[src/rtl/mips_pkg.sv]
`default_nettype none
// ============================================================================
// Package  : mips_pkg
// Brief    : Shared constants for the MIPS fetch front end (NOP encoding, PC
//            increment, register-field positions, reset PC).
// Revision : 1.0 - initial release
// ============================================================================
package mips_pkg;

    localparam logic [31:0] c_NOP_INSTR = 32'h0000_0000;
    localparam int unsigned c_PC_INC    = 4;
    localparam int unsigned c_RS_MSB    = 25;
    localparam int unsigned c_RS_LSB    = 21;
    localparam int unsigned c_RT_MSB    = 20;
    localparam int unsigned c_RT_LSB    = 16;
    localparam logic [31:0] c_RESET_PC  = 32'h0000_0000;

endpackage
`default_nettype wire

[src/rtl/pc_reg.sv]
`default_nettype none
// ============================================================================
// Module   : pc_reg
// Brief    : Program counter with async reset, branch > advance > hold
//            priority, and the +4 incrementer shared with the IF/ID register.
// Revision : 1.0 - initial release
// ============================================================================
module pc_reg
    import mips_pkg::*;
#(
    parameter int unsigned       ADDR_W   = 32,
    parameter logic [ADDR_W-1:0] RESET_PC = ADDR_W'(c_RESET_PC)
) (
    input  logic              clk,
    input  logic              rst,
    input  logic              pc_store,
    input  logic              branch_taken,
    input  logic [ADDR_W-1:0] branch_target,
    output logic [ADDR_W-1:0] pc,
    output logic [ADDR_W-1:0] pc_plus4
);

    logic [ADDR_W-1:0] r_pc;
    logic [ADDR_W-1:0] w_pc_plus4;

    // Truncation to ADDR_W gives the required modulo-2^32 wrap.
    assign w_pc_plus4 = r_pc + ADDR_W'(c_PC_INC);

    always_ff @(posedge clk or posedge rst) begin
        if (rst) begin
            r_pc <= RESET_PC;
        end else if (branch_taken) begin
            r_pc <= branch_target;
        end else if (pc_store) begin
            r_pc <= w_pc_plus4;
        end
    end

    assign pc       = r_pc;
    assign pc_plus4 = w_pc_plus4;

endmodule
`default_nettype wire

[src/rtl/if_id_stage.sv]
`default_nettype none
// ============================================================================
// Module   : if_id_stage
// Brief    : MIPS fetch stage: PC, instruction-memory address and IF/ID
//            register. Define FETCH_PERF_CNT_EN to add stall/flush counters.
// Revision : 1.0 - initial release
// ============================================================================
module if_id_stage
    import mips_pkg::*;
#(
    parameter logic [31:0] RESET_PC = c_RESET_PC,
    parameter int unsigned ADDR_W   = 32
) (
    input  logic              clk,
    input  logic              rst,
    input  logic              pc_store,
    input  logic              if_id_write,
    input  logic              branch_taken,
    input  logic [ADDR_W-1:0] branch_target,
    input  logic [31:0]       instr_in,
    output logic [ADDR_W-1:0] pc_out,
    output logic [ADDR_W-1:0] if_id_pc4,
    output logic [31:0]       if_id_instr,
    output logic              if_id_valid,
    output logic [4:0]        if_id_rs,
    output logic [4:0]        if_id_rt
`ifdef FETCH_PERF_CNT_EN
    ,
    output logic [31:0]       stall_cycles,
    output logic [31:0]       flush_cycles
`endif
);

    logic [ADDR_W-1:0] w_pc;
    logic [ADDR_W-1:0] w_pc_plus4;
    logic [ADDR_W-1:0] r_if_id_pc4;
    logic [31:0]       r_if_id_instr;
    logic              r_if_id_valid;

    pc_reg #(
        .ADDR_W   (ADDR_W),
        .RESET_PC (ADDR_W'(RESET_PC))
    ) u_pc_reg (
        .clk           (clk),
        .rst           (rst),
        .pc_store      (pc_store),
        .branch_taken  (branch_taken),
        .branch_target (branch_target),
        .pc            (w_pc),
        .pc_plus4      (w_pc_plus4)
    );

    // A redirect flushes the wrong-path instruction even while decode is stalled.
    always_ff @(posedge clk or posedge rst) begin
        if (rst) begin
            r_if_id_instr <= c_NOP_INSTR;
            r_if_id_pc4   <= '0;
            r_if_id_valid <= 1'b0;
        end else if (branch_taken) begin
            r_if_id_instr <= c_NOP_INSTR;
            r_if_id_pc4   <= '0;
            r_if_id_valid <= 1'b0;
        end else if (if_id_write) begin
            r_if_id_instr <= instr_in;
            r_if_id_pc4   <= w_pc_plus4;
            r_if_id_valid <= 1'b1;
        end
    end

    assign pc_out      = w_pc;
    assign if_id_pc4   = r_if_id_pc4;
    assign if_id_instr = r_if_id_instr;
    assign if_id_valid = r_if_id_valid;
    assign if_id_rs    = r_if_id_instr[c_RS_MSB:c_RS_LSB];
    assign if_id_rt    = r_if_id_instr[c_RT_MSB:c_RT_LSB];

`ifdef FETCH_PERF_CNT_EN
    logic [31:0] r_stall_cycles;
    logic [31:0] r_flush_cycles;

    // A stall coinciding with a redirect is counted only as a flush.
    always_ff @(posedge clk or posedge rst) begin
        if (rst) begin
            r_stall_cycles <= '0;
            r_flush_cycles <= '0;
        end else begin
            if (branch_taken) begin
                r_flush_cycles <= r_flush_cycles + 32'd1;
            end else if (!pc_store) begin
                r_stall_cycles <= r_stall_cycles + 32'd1;
            end
        end
    end

    assign stall_cycles = r_stall_cycles;
    assign flush_cycles = r_flush_cycles;
`endif

endmodule
`default_nettype wire
[config.mk]
export PLATFORM = sky130hd
export DESIGN_NAME = if_id_stage
export DESIGN_NICKNAME = d
export VERILOG_FILES = /design/src/rtl/mips_pkg.sv /design/src/rtl/pc_reg.sv /design/src/rtl/if_id_stage.sv
export SDC_FILE = /design/constraint.sdc
export NUM_CORES = 1
export LEC_CHECK = 0
export CAP_MARGIN = 0
export CORE_MARGIN = 10
export CORE_UTILIZATION = 40
export DETAILED_ROUTE_END_ITERATION = 6
export PLACE_DENSITY = 0.72
export SYNTH_ARGS = -nofsm -noshare
export SYNTH_HDL_FRONTEND = slang
export SYNTH_HIERARCHICAL = 1
export SYNTH_SLANG_ARGS = --single-unit
[constraint.sdc]
create_clock -name clk -period 2.2 [get_ports clk]
set_input_delay 0.22 -clock clk [delete_from_list [all_inputs] [get_ports clk]]
set_output_delay 0.22 -clock clk [all_outputs]
set_load 0.01 [all_outputs]
==> results.md <==
* Complex-gate fraction of the synthesized area at under 10%
* Post-CTS Setup Bufs at 0
* Sink Count at 97
* Vias at 4443
* XOR/XNOR share of the synthesized area at under 10%
* R2R setup slack at 180 ps
* Hold Path Class: in2reg
* Core ar. at between 0.01 and 0.015 sq mm
* Dpl ws at -32.2 ps
* Worst Setup SP: u_pc_reg/pc[2]
* Port Buffers at roughly 180
* Die H at ~130 um
* Clock tree buffer depth at 2
* Critical Path AT at around 2300 ps
* Pwr Density at 635 mW/mm^2
* Worst Path Buf+Inv at 0
* Worst path top cell family by delay: simple AND/OR/NAND/NOR gates
* #FFs+latches synth at 97
* Critical Path Sink: u_pc_reg/pc[26]
* Total Nets Final at ~750
* Vias in the first global route at between 4000 and 5000
* DRC viols at 0
* Largest family of logic cells by synthesized area: simple AND/OR/NAND/NOR gates
* Layout Skew at roughly 6.3 ps
* Critical setup path kind: reg2reg
* Initial antenna violation count at 0
* Tot Pwr at about 0.0047 W
* Routability cong. at roughly 0.92
* Sequential share of the synthesized area at 47.3%
* Syn_nets at slightly below 600
* Largest net degree at the start of global routing at 34
* Post_cts resized at 0
* Post-synthesis simple-gate area fraction at 20.3%
* Final setup fails at 0
* RSZ-0062 raised after global routing: false
* Adder-cell share of the synthesized area at less than 1%
* Min Tclk post-route at slightly above 2000 ps
* # diodes at 0
* RR Endpoint: u_pc_reg/pc[26]
* Max-slew violation count at 0
* # fillers at 1105
* WHS at roughly 260 ps
* Die W at around 130 um
* TritonCTS clock tree: built
* Vias/cell at just over 5
* Cell variety after synth at between 40 and 50
* Crit path cell chain: ha_2 -> nand3_1 -> or3_1 -> or4_1 -> a31oi_1
* Number of flops mapped to enable cells by yosys at 0
* FP Rows at 41
* Slew headroom at between 50 and 60%
* Starting Density at 40.8%
* Maximum clock rate at about 0.49 GHz
* Maximum Capacitance Violations at 0
* TritonCTS Buffers at 9
* Synthesis Warnings at 6
* Gr ovfl total at 0
* Routed len/inst at roughly 18 um
* First-pass GRT wire length at between 20000 and 30000 um
* Slowest cell on the critical path: or4_1
* I/O pins at around 180
* Tightest Pin Transition at 690 ps
* R2R cell count at 5
* Post-CTS Hold Buffers at 0
* Mapped cell area at between 0.005 and 0.006 sq mm
* Reg-to-Reg Start: u_pc_reg/pc[2]
* CP Max Fanout at 9
* Final core occ at roughly three fifths
* Clock latency on the worst-skew pair at approximately 340 ps
* FFs w/ async S/R, synth at 100%
* Post-route ant nets at 0
* Max stage delay on crit path at approximately 550 ps
* Gr usage total at 17.2%
* Mux share of post-synthesis cell area at a little over an eighth
* Critical Path Source Type: flop
* Die Area at ~0.018 sq mm
* Leakage power at approximately 3.1 nW
* Final Hold Vio Count at 0
* Status: completed
* Average size of a mapped cell at between 9 and 10 sq um
* Post-synthesis cell count at 513
* Setup ws final at 175 ps
* Worst Setup End Kind: flop
* P&R area growth vs syn at 43.1%
* Post-route clock period utilization at between 90% and 100%
* Stages on worst setup path at 5
* Data required, critical path at about 2500 ps
* Drt total wl at 15500 um
* VDD IR-drop max at 0.306 mV
* Total iterations of the first detailed-routing run at 5
* Drt initial violations at 410
* Root Driver: clkbuf_16
* HPWL after DPL at between 10000 and 15000 um
* Prevailing post-synth register cell: dfrtp_1
* Layout cells sized above 1 at under 10%
* H-tree levels at 3
* Clock-pin slew on the worst setup and hold paths at 70 ps
==> report_power, final <==
group / leakage [nW] / switching, W / total (W) / internal (W)
clock network: 0.142 / 0.000702 / 0.00155 / 0.000849
logic: 1.77 / 0.000462 / 0.00103 / 0.000571
registers: 1.24 / 0.000159 / 0.00207 / 0.00192
total: 3.15 / 0.00132 / 0.00466 / 0.00334
==> worst min path at each step <==
stage / start / endpoint / slack, ps / cells after the start
2_1_floorplan: rst / u_pc_reg/pc[0] / 340 / 1
3_3_place_gp: if_id_valid / if_id_valid / 480 / 2
6_report: branch_taken / if_id_pc4[24] / 260 / 2
4_1_cts: branch_taken / if_id_pc4[24] / 250 / 2
3_5_place_dp: if_id_valid / if_id_valid / 510 / 2
5_1_grt: branch_taken / if_id_pc4[24] / 280 / 2
==> cells in the mapped netlist (2+ instances only) <==
cell,n,area share (%)
nand4b_1,3,0.51
clkbuf_1,20,1.5
buf_8,5,1.5
nor3_1,6,0.59
buf_2,8,0.78
inv_1,5,0.37
mux2_2,2,0.44
or2_2,2,0.24
and3_1,3,0.37
xnor2_1,27,4.6
nand4_1,17,2.1
dfrtp_1,97,47
xor2_1,16,2.7
o21ai_0,22,2.1
o31ai_1,3,0.44
nand3_1,23,2.2
buf_4,15,2.2
or4_1,3,0.44
a31oi_1,10,1.2
nand4_2,2,0.49
a21oi_1,2,0.20
mux2i_1,65,13
and2_1,4,0.49
or4_4,2,0.44
or3_1,6,0.73
nor4_1,5,0.61
and4_1,7,1.2
nand2_1,33,2.4
nor2_1,86,6.3
buf_6,2,0.44
==> cells by family (layout without fill, tap and decap cells) <==
family                     count (synthesis)  count (layout)
muxes                                     67              67
adders and majority gates                  1               1
DFF                                       97              97
AOI/OAI and AO/OA                         42              42
and+or+nand+nor                          207             207
buffers and inverters                     56             229
xor gates and xnor gates                  43              43
==> metrics by stage <==
step | setup TNS, ps | instance area, sq um | cells
3_5_place_dp | -48.1 | 7040 | 842
4_1_cts | 0 | 7340 | 858
5_1_grt | 0 | 7340 | 858
2_1_floorplan | 0 | 5130 | 513
3_3_place_gp | -5.67 | 7040 | 842
6_report | 0 | 7340 | 858
==> cell usage in the layout, fill, tap and decap left out, types with 2 or more instances in the layout <==
| cell | n |
|---|---|
| nor3_1 | 6 |
| a21oi_1 | 2 |
| or2_2 | 2 |
| a31oi_1 | 10 |
| or3_1 | 6 |
| mux2_2 | 2 |
| nand4_1 | 17 |
| clkbuf_16 | 9 |
| mux2i_1 | 65 |
| and2_1 | 4 |
| buf_12 | 2 |
| and3_1 | 3 |
| clkdlybuf4s50_1 | 173 |
| xor2_1 | 16 |
| nand3_1 | 23 |
| clkinvlp_4 | 2 |
| inv_8 | 2 |
| dfrtp_2 | 2 |
| inv_1 | 4 |
| buf_4 | 33 |
| xnor2_1 | 27 |
| o21ai_0 | 22 |
| or4_1 | 3 |
| o31ai_1 | 3 |
| nand4b_1 | 3 |
| nand4_2 | 2 |
| nand2_1 | 33 |
| nor4_1 | 5 |
| nor2_1 | 86 |
| clkbuf_8 | 2 |
| and4_1 | 7 |
| dfrtp_1 | 95 |
| or4_4 | 2 |
==> per-layer routing <==
| layer | track usage (%) | wire length (um) | up-vias |
|---|---|---|---|
| met2 | 28.6 | 7750 | 177 |
| met3 | 6.32 | 1270 | 13 |
| li1 | - | - | 2099 |
| met4 | 3.99 | 155 | 0 |
| met5 | 0 | 0 | - |
| met1 | 20.7 | 6300 | 2154 |
==> area by class of cell <==
type	instances	area, sq um	share of cell area [%]
tap	172	215	2.93
inverter	5	18.8	0.256
multi-input combinational	360	2360	32.1
timing repair buffer	208	2020	27.5
clock inverter	5	46.3	0.631
clock buffer	11	253	3.44
sequential	97	2430	33.1
(Power assumes the default switching activity.)
==> edit (same settings) <==
Build with the macro `FETCH_PERF_CNT_EN` defined.
--- a/src/rtl/if_id_stage.sv
+++ b/src/rtl/if_id_stage.sv
@@ -5,6 +5,8 @@
 //            register. Define FETCH_PERF_CNT_EN to add stall/flush counters.
 // Revision : 1.0 - initial release
 // ============================================================================
+`define FETCH_PERF_CNT_EN
+
 module if_id_stage
     import mips_pkg::*;
 #(
Behaviour (old outputs only; new: flush_cycles and stall_cycles): unchanged (Yosys induction, for registers that start in step).
==> edit against the original RTL <==
- power increased by 72%
- first-iteration DRC count increased by 11%
- design area increased by 54%
- sequential cell count increased by 64
- global-route usage increased by 0.28 points
- sequential share of layout area increased by 2.5 points
- routed wire length increased by 51%
- setup slack improved by 0.0083 ns
- area after synthesis increased by 55%
- critical path type unchanged
- largest power group unchanged
==> edit: results (changes against the original RTL) <==
WHS: 0.172 ns (-0.0860 ns)
# H-tree levels: 4 (+1)
layout cells sized above 1: 9.37% (-0.25 points)
VDD IR max: 0.533 mV (+74%)
DR WL/cell: 18.2 um (+1.1%)
leakage: 4.80 nW (+52%)
cts bufs inserted: 17 (+8)
setup slack at placement: 0.0239 ns (+0.0560 ns)
worst-path maximum fanout: 5 (-4)
Yosys warning count: 6 (unchanged)
synth cell count leaders: 161 x dfrtp_1, 96 x nor2_1, 79 x xnor2_1, 65 x mux2i_1, 53 x nand2_1
crit share post-route: 91.7% (-0.38 points)
Avg Synthesized Cell Area: 10.5 um2 (+4.7%)
# Post-CTS Setup Buffers: 0 (unchanged)
DRT Pass-1 Iters: 5 (unchanged)
post-synth cell types: 45 (+7.1%)
clock-pin transition on the worst setup and hold timing paths: 0.07 ns (about the same)
final non-filler cell total: 1,279 (+49%)
Worst-Skew Late Latency: 0.42 ns (+0.08 ns)
dpl hpwl: 17,200 um (+44%)
worst path arrival time: 2.36 ns (+0.08 ns)
clock skew: 0.0109 ns (+0.00465 ns)
largest net degree at the start of global routing: 99 (+190%)
Final nets: 1,074 (+43%)
r2r setup slk: 0.18 ns
ant diodes: 0 (unchanged)
Rel. slew slack: 56.6% (+2.6 points)
first-pass GRT wire length: 36,900 um (+48%)
Critical Path Max Stage Delay: 0.54 ns
Via density: 5.19 (+0.26%)
gr usage total: 17.5% (+0.28 points)
outcome: complete, no violations
ys async rst share: 100% (unchanged)
critical path's slowest cell: or4_4
initial drt markers: 456 (+11%)
Root Buffer: clkbuf_16
antenna violations before repair: 0 (unchanged)
placed cell count: 1,248 (+48%)
routability cong.: 0.879 (-4.5%)
largest cells by area after synthesis: dfrtp_1 51%, xnor2_1 8.7%, mux2i_1 8.2%
vias in the first global route: 6,466 (+38%)
Max Root-Sink Buffers: 2 (unchanged)
sequential fraction of the synthesis area: 50.8% (+3.4 points)
Worst Hold Class: input port to flop
Buffers on Ports: 239 (+37%)
syn nets: 830 (+42%)
[edit: final cells by class]
class / count / area, um2
clock buffer: 24 / 502
clock inverter: 7 / 75.1
fill: 1667 / 8150
inverter: 6 / 26.3
multi-input combinational: 537 / 3600
sequential: 161 / 4030
tap: 265 / 332
timing repair buffer: 279 / 2740
[edit: layer usage]
layer	vias up	share of wire [%]	wire length, um	track usage (%)
li1	3128	-	-	-
met4	0	1.0	235	4.30
met5	-	0	0	0
met3	21	8.5	1980	6.37
met2	235	46	10600	26.9
met1	3256	45	10500	22.8
[edit: timing repair]
action / CTS / global route
endpoints found under the setup margin: 0 / 1
hold buffers: 0 / 0
gates resized for setup: 0 / 1
[edit: power by group]
part / switching (mW) / internal, mW / leakage [nW]
registers: 0.319 / 3.21 / 2.11
logic: 0.727 / 0.868 / 2.41
clock network: 1.18 / 1.71 / 0.275
[edit: final timing paths]
path / startpoint / endpoint / cells after the start
max in group asynchronous: rst / flush_cycles[4] / 3
worst min register to register: flush_cycles[31] / flush_cycles[31] / 1
worst max register to register: u_pc_reg/pc[3] / u_pc_reg/pc[24] / 5
min in group asynchronous: rst / if_id_pc4[1] / 3
worst max-delay path: u_pc_reg/pc[3] / u_pc_reg/pc[24] / 5
worst min-delay path: branch_taken / if_id_instr[31] / 2
[edit: through the flow]
step	cell area [um2]	total power [mW]
2_1_floorplan	7950	4.27
3_3_place_gp	10700	5.16
3_5_place_dp	10700	5.19
4_1_cts	11300	8.11
5_1_grt	11300	8.37
6_report	11300	8.01
[edit: worst max-delay path: cells and delay by family, from the launching register on]
family / cells / cell delay (ns)
flops: 1 / 0.37
simple gates: 3 / 1.18
fa+ha+maj: 1 / 0.22
compound gates: 1 / 0.17
[edit: kinds of logic after synthesis]
family	after synthesis	synth area share (%)
DFF	161	50.8
buffers and inverters	60	3.94
and+or+nand+nor	318	21.3
AOI/OAI and AO/OA	42	3.14
xor gates and xnor gates	105	11.6
adders and majority gates	3	0.473
muxes	69	8.76
